$ cat config.mk
export PLATFORM = sky130hd
export DESIGN_NAME = board_wport_arbiter_flat
export DESIGN_NICKNAME = d
export VERILOG_FILES = /design/src/rtl/board_wport_arbiter_if.sv /design/src/rtl/board_wport_arbiter.sv /design/src/flat_wrapper.sv
export SDC_FILE = /design/constraint.sdc
export NUM_CORES = 1
export LEC_CHECK = 0
export ABC_AREA = 1
export ABC_CLOCK_PERIOD_IN_PS = 3300
export CAP_MARGIN = 0
export CORE_MARGIN = 5
export CORE_UTILIZATION = 56
export CTS_CLUSTER_DIAMETER = 120
export DETAILED_ROUTE_END_ITERATION = 8
export PLACE_DENSITY = 0.93
export SETUP_SLACK_MARGIN = 0.1
export SKIP_CTS_REPAIR_TIMING = 1
export SLEW_MARGIN = 20
export SYNTH_ARGS = -nofsm -noshare
export SYNTH_HDL_FRONTEND = slang
export SYNTH_SLANG_ARGS = --single-unit
export TNS_END_PERCENT = 30
$ cat constraint.sdc
create_clock -name clk -period 3.3 [get_ports clk]
set_clock_uncertainty 0.05 [all_clocks]
set_input_delay 0.66 -clock clk [delete_from_list [all_inputs] [get_ports clk]]
set_output_delay 0.66 -clock clk [all_outputs]
set_load 0.005 [all_outputs]
$ cat src/rtl/board_wport_arbiter_if.sv
// board_wport_arbiter_if: requester handshakes and board RAM write port of the board write arbiter
interface board_wport_arbiter_if #(parameter int K = 6);
    logic         mode;
    logic         edit_req;
    logic [K-1:0] edit_x;
    logic [K-1:0] edit_y;
    logic         edit_data;
    logic         edit_gnt;
    logic         fill_req;
    logic         fill_kind;
    logic         fill_busy;
    logic         fill_done;
    logic         evo_valid;
    logic [K-1:0] evo_x;
    logic [K-1:0] evo_y;
    logic         evo_data;
    logic         evo_ready;
    logic         we;
    logic [K-1:0] waddr_c;
    logic [K-1:0] waddr_r;
    logic         wdata;
    logic [1:0]   owner;
    modport master (
        output mode, edit_req, edit_x, edit_y, edit_data, fill_req, fill_kind,
               evo_valid, evo_x, evo_y, evo_data,
        input  edit_gnt, fill_busy, fill_done, evo_ready, we, waddr_c, waddr_r, wdata, owner
    );
    modport slave (
        input  mode, edit_req, edit_x, edit_y, edit_data, fill_req, fill_kind,
               evo_valid, evo_x, evo_y, evo_data,
        output edit_gnt, fill_busy, fill_done, evo_ready, we, waddr_c, waddr_r, wdata, owner
    );
endinterface

$ cat src/rtl/board_wport_arbiter.sv
// board_wport_arbiter: grants the single board RAM write port to cell edit, board fill or evolve writeback
module board_wport_arbiter #(
    parameter int          K    = 6,
    parameter logic [15:0] SEED = 16'd825
) (
    input logic                  clk,
    input logic                  rst,
    board_wport_arbiter_if.slave bus
);
    typedef enum logic [1:0] {IDLE, EDIT, FILL, EVOLVE} state_t;
    state_t         state;
    logic           kind;
    logic [2*K-1:0] cnt;
    logic [15:0]    lfsr;
    logic [15:0]    lfsr_step;
    logic           fill_k;
    logic           do_fill;
    logic           accept;
    always_comb begin
        fill_k    = (state == IDLE) ? bus.fill_kind : kind;
        lfsr_step = {lfsr[14:0], lfsr[15] ^ lfsr[13] ^ lfsr[12] ^ lfsr[10]};
        do_fill   = (state == IDLE && !bus.mode && bus.fill_req) || (state == FILL && !bus.fill_done);
        accept    = bus.evo_valid & bus.evo_ready;
    end
    always_ff @(posedge clk or negedge rst) begin
        if (!rst) begin
            state         <= IDLE;
            kind          <= 1'b0;
            cnt           <= '0;
            lfsr          <= SEED;
            bus.we        <= 1'b0;
            bus.waddr_c   <= '0;
            bus.waddr_r   <= '0;
            bus.wdata     <= 1'b0;
            bus.edit_gnt  <= 1'b0;
            bus.fill_busy <= 1'b0;
            bus.fill_done <= 1'b0;
            bus.evo_ready <= 1'b0;
            bus.owner     <= 2'd0;
        end else begin
            bus.we        <= 1'b0;
            bus.edit_gnt  <= 1'b0;
            bus.fill_busy <= 1'b0;
            bus.fill_done <= 1'b0;
            case (state)
                IDLE: begin
                    if (bus.mode) begin
                        state         <= EVOLVE;
                        bus.owner     <= 2'd3;
                        bus.evo_ready <= 1'b1;
                    end else if (bus.fill_req) begin
                        state     <= FILL;
                        kind      <= bus.fill_kind;
                        bus.owner <= 2'd2;
                    end else if (bus.edit_req) begin
                        state        <= EDIT;
                        bus.owner    <= 2'd1;
                        bus.we       <= 1'b1;
                        bus.edit_gnt <= 1'b1;
                        bus.waddr_c  <= bus.edit_x;
                        bus.waddr_r  <= bus.edit_y;
                        bus.wdata    <= bus.edit_data;
                    end
                end
                EDIT: begin
                    state     <= IDLE;
                    bus.owner <= 2'd0;
                end
                FILL: begin
                    // the registered done flag marks the last write just issued
                    if (bus.fill_done) begin
                        state     <= IDLE;
                        bus.owner <= 2'd0;
                    end
                end
                EVOLVE: begin
                    if (accept) begin
                        bus.we      <= 1'b1;
                        bus.waddr_c <= bus.evo_x;
                        bus.waddr_r <= bus.evo_y;
                        bus.wdata   <= bus.evo_data;
                    end
                    if (!bus.mode) begin
                        state         <= IDLE;
                        bus.owner     <= 2'd0;
                        bus.evo_ready <= 1'b0;
                    end
                end
                default: state <= IDLE;
            endcase
            if (do_fill) begin
                bus.we        <= 1'b1;
                bus.fill_busy <= 1'b1;
                bus.waddr_r   <= cnt[2*K-1:K];
                bus.waddr_c   <= cnt[K-1:0];
                bus.wdata     <= fill_k & lfsr[0];
                bus.fill_done <= &cnt;
                cnt           <= cnt + 1'b1;
                if (fill_k) lfsr <= lfsr_step;
            end
        end
    end
endmodule
$ cat src/flat_wrapper.sv
// flat-port wrapper written by rule: the top's interface ports become plain ports
module board_wport_arbiter_flat 
#(
    parameter int          K    = 6,
    parameter logic [15:0] SEED = 16'd825
)
  (clk, rst, bus_mode, bus_edit_req, bus_edit_x, bus_edit_y, bus_edit_data, bus_fill_req, bus_fill_kind, bus_evo_valid, bus_evo_x, bus_evo_y, bus_evo_data, bus_edit_gnt, bus_fill_busy, bus_fill_done, bus_evo_ready, bus_we, bus_waddr_c, bus_waddr_r, bus_wdata, bus_owner);
  board_wport_arbiter_if #(.K(K)) bus_i ();
  input logic clk;
  input logic rst;
  input wire logic [$bits(bus_i.mode)-1:0] bus_mode;
  input wire logic [$bits(bus_i.edit_req)-1:0] bus_edit_req;
  input wire logic [$bits(bus_i.edit_x)-1:0] bus_edit_x;
  input wire logic [$bits(bus_i.edit_y)-1:0] bus_edit_y;
  input wire logic [$bits(bus_i.edit_data)-1:0] bus_edit_data;
  input wire logic [$bits(bus_i.fill_req)-1:0] bus_fill_req;
  input wire logic [$bits(bus_i.fill_kind)-1:0] bus_fill_kind;
  input wire logic [$bits(bus_i.evo_valid)-1:0] bus_evo_valid;
  input wire logic [$bits(bus_i.evo_x)-1:0] bus_evo_x;
  input wire logic [$bits(bus_i.evo_y)-1:0] bus_evo_y;
  input wire logic [$bits(bus_i.evo_data)-1:0] bus_evo_data;
  output wire logic [$bits(bus_i.edit_gnt)-1:0] bus_edit_gnt;
  output wire logic [$bits(bus_i.fill_busy)-1:0] bus_fill_busy;
  output wire logic [$bits(bus_i.fill_done)-1:0] bus_fill_done;
  output wire logic [$bits(bus_i.evo_ready)-1:0] bus_evo_ready;
  output wire logic [$bits(bus_i.we)-1:0] bus_we;
  output wire logic [$bits(bus_i.waddr_c)-1:0] bus_waddr_c;
  output wire logic [$bits(bus_i.waddr_r)-1:0] bus_waddr_r;
  output wire logic [$bits(bus_i.wdata)-1:0] bus_wdata;
  output wire logic [$bits(bus_i.owner)-1:0] bus_owner;
  assign bus_i.mode = bus_mode;
  assign bus_i.edit_req = bus_edit_req;
  assign bus_i.edit_x = bus_edit_x;
  assign bus_i.edit_y = bus_edit_y;
  assign bus_i.edit_data = bus_edit_data;
  assign bus_i.fill_req = bus_fill_req;
  assign bus_i.fill_kind = bus_fill_kind;
  assign bus_i.evo_valid = bus_evo_valid;
  assign bus_i.evo_x = bus_evo_x;
  assign bus_i.evo_y = bus_evo_y;
  assign bus_i.evo_data = bus_evo_data;
  assign bus_edit_gnt = bus_i.edit_gnt;
  assign bus_fill_busy = bus_i.fill_busy;
  assign bus_fill_done = bus_i.fill_done;
  assign bus_evo_ready = bus_i.evo_ready;
  assign bus_we = bus_i.we;
  assign bus_waddr_c = bus_i.waddr_c;
  assign bus_waddr_r = bus_i.waddr_r;
  assign bus_wdata = bus_i.wdata;
  assign bus_owner = bus_i.owner;
  board_wport_arbiter #(.K(K), .SEED(SEED)) u_core (.clk(clk), .rst(rst), .bus(bus_i));
endmodule
==> summary.md <==
| Metric | Value |
|---|---|
| Routed WL per cell | `12.86 microns` |
| Share of the yosys chip area belonging to registers | `44.80%` |
| NumNets Final | `434` |
| Ports placed on the boundary | `53` |
| RSZ-0062 raised after global routing | `false` |
| PortBufs | `52` |
| GRT Overall Usage | `20.00%` |
| Maximum capacitance violations | `0` |
| Cell chosen for the clock root | `clkbuf_8` |
| Pre-CTS setup slack | `0.9470 ns` |
| Deepest clock path buffer count | `2` |
| Height of the chip | `80.13 microns` |
| Run status | `finished, final reports clean` |
| CP max stage cell | `clkdlybuf4s50_1` |
| Area of all placed cells without fillers | `3332 sq um` |
| Critical path depth in cells | `6` |
| Cells after synthesis | `348` |
| Top delay family on crit path | `simple AND/OR/NAND/NOR gates` |
| DR vias | `2341` |
| Row count | `25` |
| Pwr Density | `818.4 nW/um^2` |
| Most common library cell in the layout ignoring fill and taps | `nand2_1` |
| Placeable core region | `4755 sq um` |
| Detailed placer's ending HPWL | `4.460 mm` |
| Relative slew slack | `59.12%` |
| Max H-tree Level | `2` |
| Final Max Slew Viols | `0` |
| Wire length of the first global-routing pass | `10.13 mm` |
| Full die area | `6420 sq um` |
| Post-Synthesis Net Count | `386` |
| Clock period minus worst slack | `2.014 ns` |
| Area growth from synthesis to layout | `20.99%` |
| CP required | `3.46 ns` |
| Total negative slack | `0 ns` |
| Top area cells in the synthesized netlist | `dfrtp_1 (39%), nand2_1 (23%), dfstp_2 (5.7%)` |
| Max Clock Freq | `496.5 MHz` |
| Leakage power | `1.684 nW` |
| Cell seen most often among critical-path stages | `nand2_1` |
| Crit path buf inv count | `1` |
| Post-synthesis register bit count | `49` |
| Clock edge transition at the registers on the reported setup and hold paths | `0.09 ns` |
| Clock insertion delay at the later pin of the skew report | `0.31 ns` |
| Final critical-path share of the clock period | `61.04%` |
| Number of nets with antenna violations after routing | `0` |
| Area leader, netlist | `dfrtp_1` |
| Launch instance of the worst register-to-register path | `u_core.bus.owner[0]$_DFFE_PN0P_` |
| Pin count of the biggest net entering global routing | `50` |
| Count of different cell masters after synthesis | `28` |
| Placer congestion estimate | `0.8322` |
| Crit path setup slack, layout | `1.286 ns` |
| Number of global-route vias before repair | `2355` |
| Crit start category | `input pin` |
| Reg-to-reg endpoint | `u_core.bus.owner[0]$_DFFE_PN0P_` |
| Drc violations | `0` |
| Post-synth top area share | `39.07%` |
| Die boundary width | `80.13 microns` |
| Power consumption | `2.727 mW` |
| Total of endpoints with negative setup slack in the final report | `0` |
| Clock Sinks | `49` |
| Worst Path Max Fanout | `32` |
| Cell area after technology mapping | `2754 sq um` |
| Effective utilization at floorplan | `57.92%` |
| Peak supply drop | `0.6807 mV` |
| Diode insertion count for antenna repair | `0` |
| Initial antenna violation count | `0` |
| Signal arrival time at the worst endpoint | `2.17 ns` |
| Tightest Hold Check Type | `input pin to async pin` |
| Critical Path Sink Type | `register` |
| Internal reg-to-reg setup slack | `1.31 ns` |
| Worst-Margin Slew | `0.6132 ns` |
| Detailed Route Iter0 Violations | `169` |
| Cell depth of the worst flop-to-flop path | `6` |
| Remaining Overflow, GRT | `0` |
| Critical path cell sequence | `clkdlybuf4s50_1 > nor2_4 > nor2_8 > nand2_4 > nand2_1 > nand2_1` |
| TritonCTS Buffers | `5` |
| First-pass iteration count of the detailed router | `4` |
| Number of warnings printed during yosys synthesis | `0` |
| Final hold violation count | `0` |
| Final core area utilization | `70.08%` |
| Area of placed instances | `3242 sq um` |
| Mean post-synth cell area | `7.913 sq um` |
| Vias per inst | `5.045` |
| Highest-count cells in the layout ignoring fill and taps | `nand2_1 (171), clkdlybuf4s50_1 (51), dfrtp_1 (43)` |
| Layout cell share with drive strength beyond 1 | `12.59%` |
| Detailed Route WL | `5.968 mm` |
| Slowest cell delay on critical path | `0.59 ns` |
| Worst Setup Path Type | `input pin to register` |
| Clock tree from TritonCTS | `built` |
worst max path at each step:
stage,endpoint,from
2_1_floorplan,u_core.bus.waddr_r[0]$_DFFE_PN0P_,u_core.bus.owner[0]$_DFFE_PN0P_
3_3_place_gp,u_core.bus.waddr_c[0]$_DFFE_PN0P_,bus_fill_req
3_5_place_dp,u_core.bus.waddr_r[5]$_DFFE_PN0P_,bus_mode
4_1_cts,u_core.bus.waddr_r[5]$_DFFE_PN0P_,bus_mode
5_1_grt,u_core.bus.owner[0]$_DFFE_PN0P_,u_core.bus.owner[1]$_DFFE_PN0P_
6_report,u_core.bus.wdata$_DFFE_PN0P_,bus_mode
cells in the mapped netlist, drive strengths merged:
library cell / number
nand2: 188
dfrtp: 43
inv: 22
nand3: 22
nor2: 19
buf: 12
o21ai: 11
dfstp: 6
ha: 5
xnor2: 5
xor2: 5
nand3b: 3
a21oi: 2
nand4: 2
a21boi: 1
nor3: 1
nor3b: 1
cell type report:
type / count / area [sq um]
clock buffers: 6 / 72.57
repair buffers: 53 / 525.5
inverters: 22 / 82.58
multi-input cells: 265 / 1319
well taps: 67 / 83.83
flip-flops and latches: 49 / 1234
fillers: 372 / 1423
clock inverters: 2 / 15.01
through the flow:
stage / hold slack [ns] / cells
2_1_floorplan: 0.3144 / 348
3_3_place_gp: 0.3984 / 456
3_5_place_dp: 0.4048 / 456
4_1_cts: 0.4186 / 464
5_1_grt: 0.3524 / 464
6_report: 0.3012 / 464
sequential cells by signal (all words and copies together), names as in the netlist:
name and count:
u_core.bus.waddr_c 6, u_core.bus.we 1, u_core.bus.edit_gnt 1, u_core.bus.owner 2, u_core.cnt 12, u_core.bus.fill_done 1, u_core.kind 1, u_core.bus.evo_ready 1
u_core.bus.fill_busy 1, u_core.bus.wdata 1, u_core.lfsr 16, u_core.bus.waddr_r 6
power by group:
part           internal [mW]  switching, mW  leakage, nW
registers              0.840          0.163        0.617
clock network          0.150          0.208       0.0374
logic                  0.550          0.817         1.03
kinds of logic (layout without fill, tap and decap cells):
logic type | count (synthesis) | count (layout) | share of synthesized area, %
buffers and inverters | 34 | 83 | 7.315
adders and majority gates | 5 | 5 | 2.272
DFF | 49 | 49 | 44.80
xor gates and xnor gates | 10 | 10 | 3.453
AOI/OAI and AO/OA | 14 | 14 | 2.635
and+or+nand+nor | 236 | 236 | 39.53
metal layers:
metal	wire, microns	vias up	global-route usage [%]
met5	0	-	0
met4	102	0	7.601
met3	240	11	4.484
met2	2950	48	32.86
met1	2675	1122	25.69
li1	-	1160	-
(Power assumes the default switching activity.)
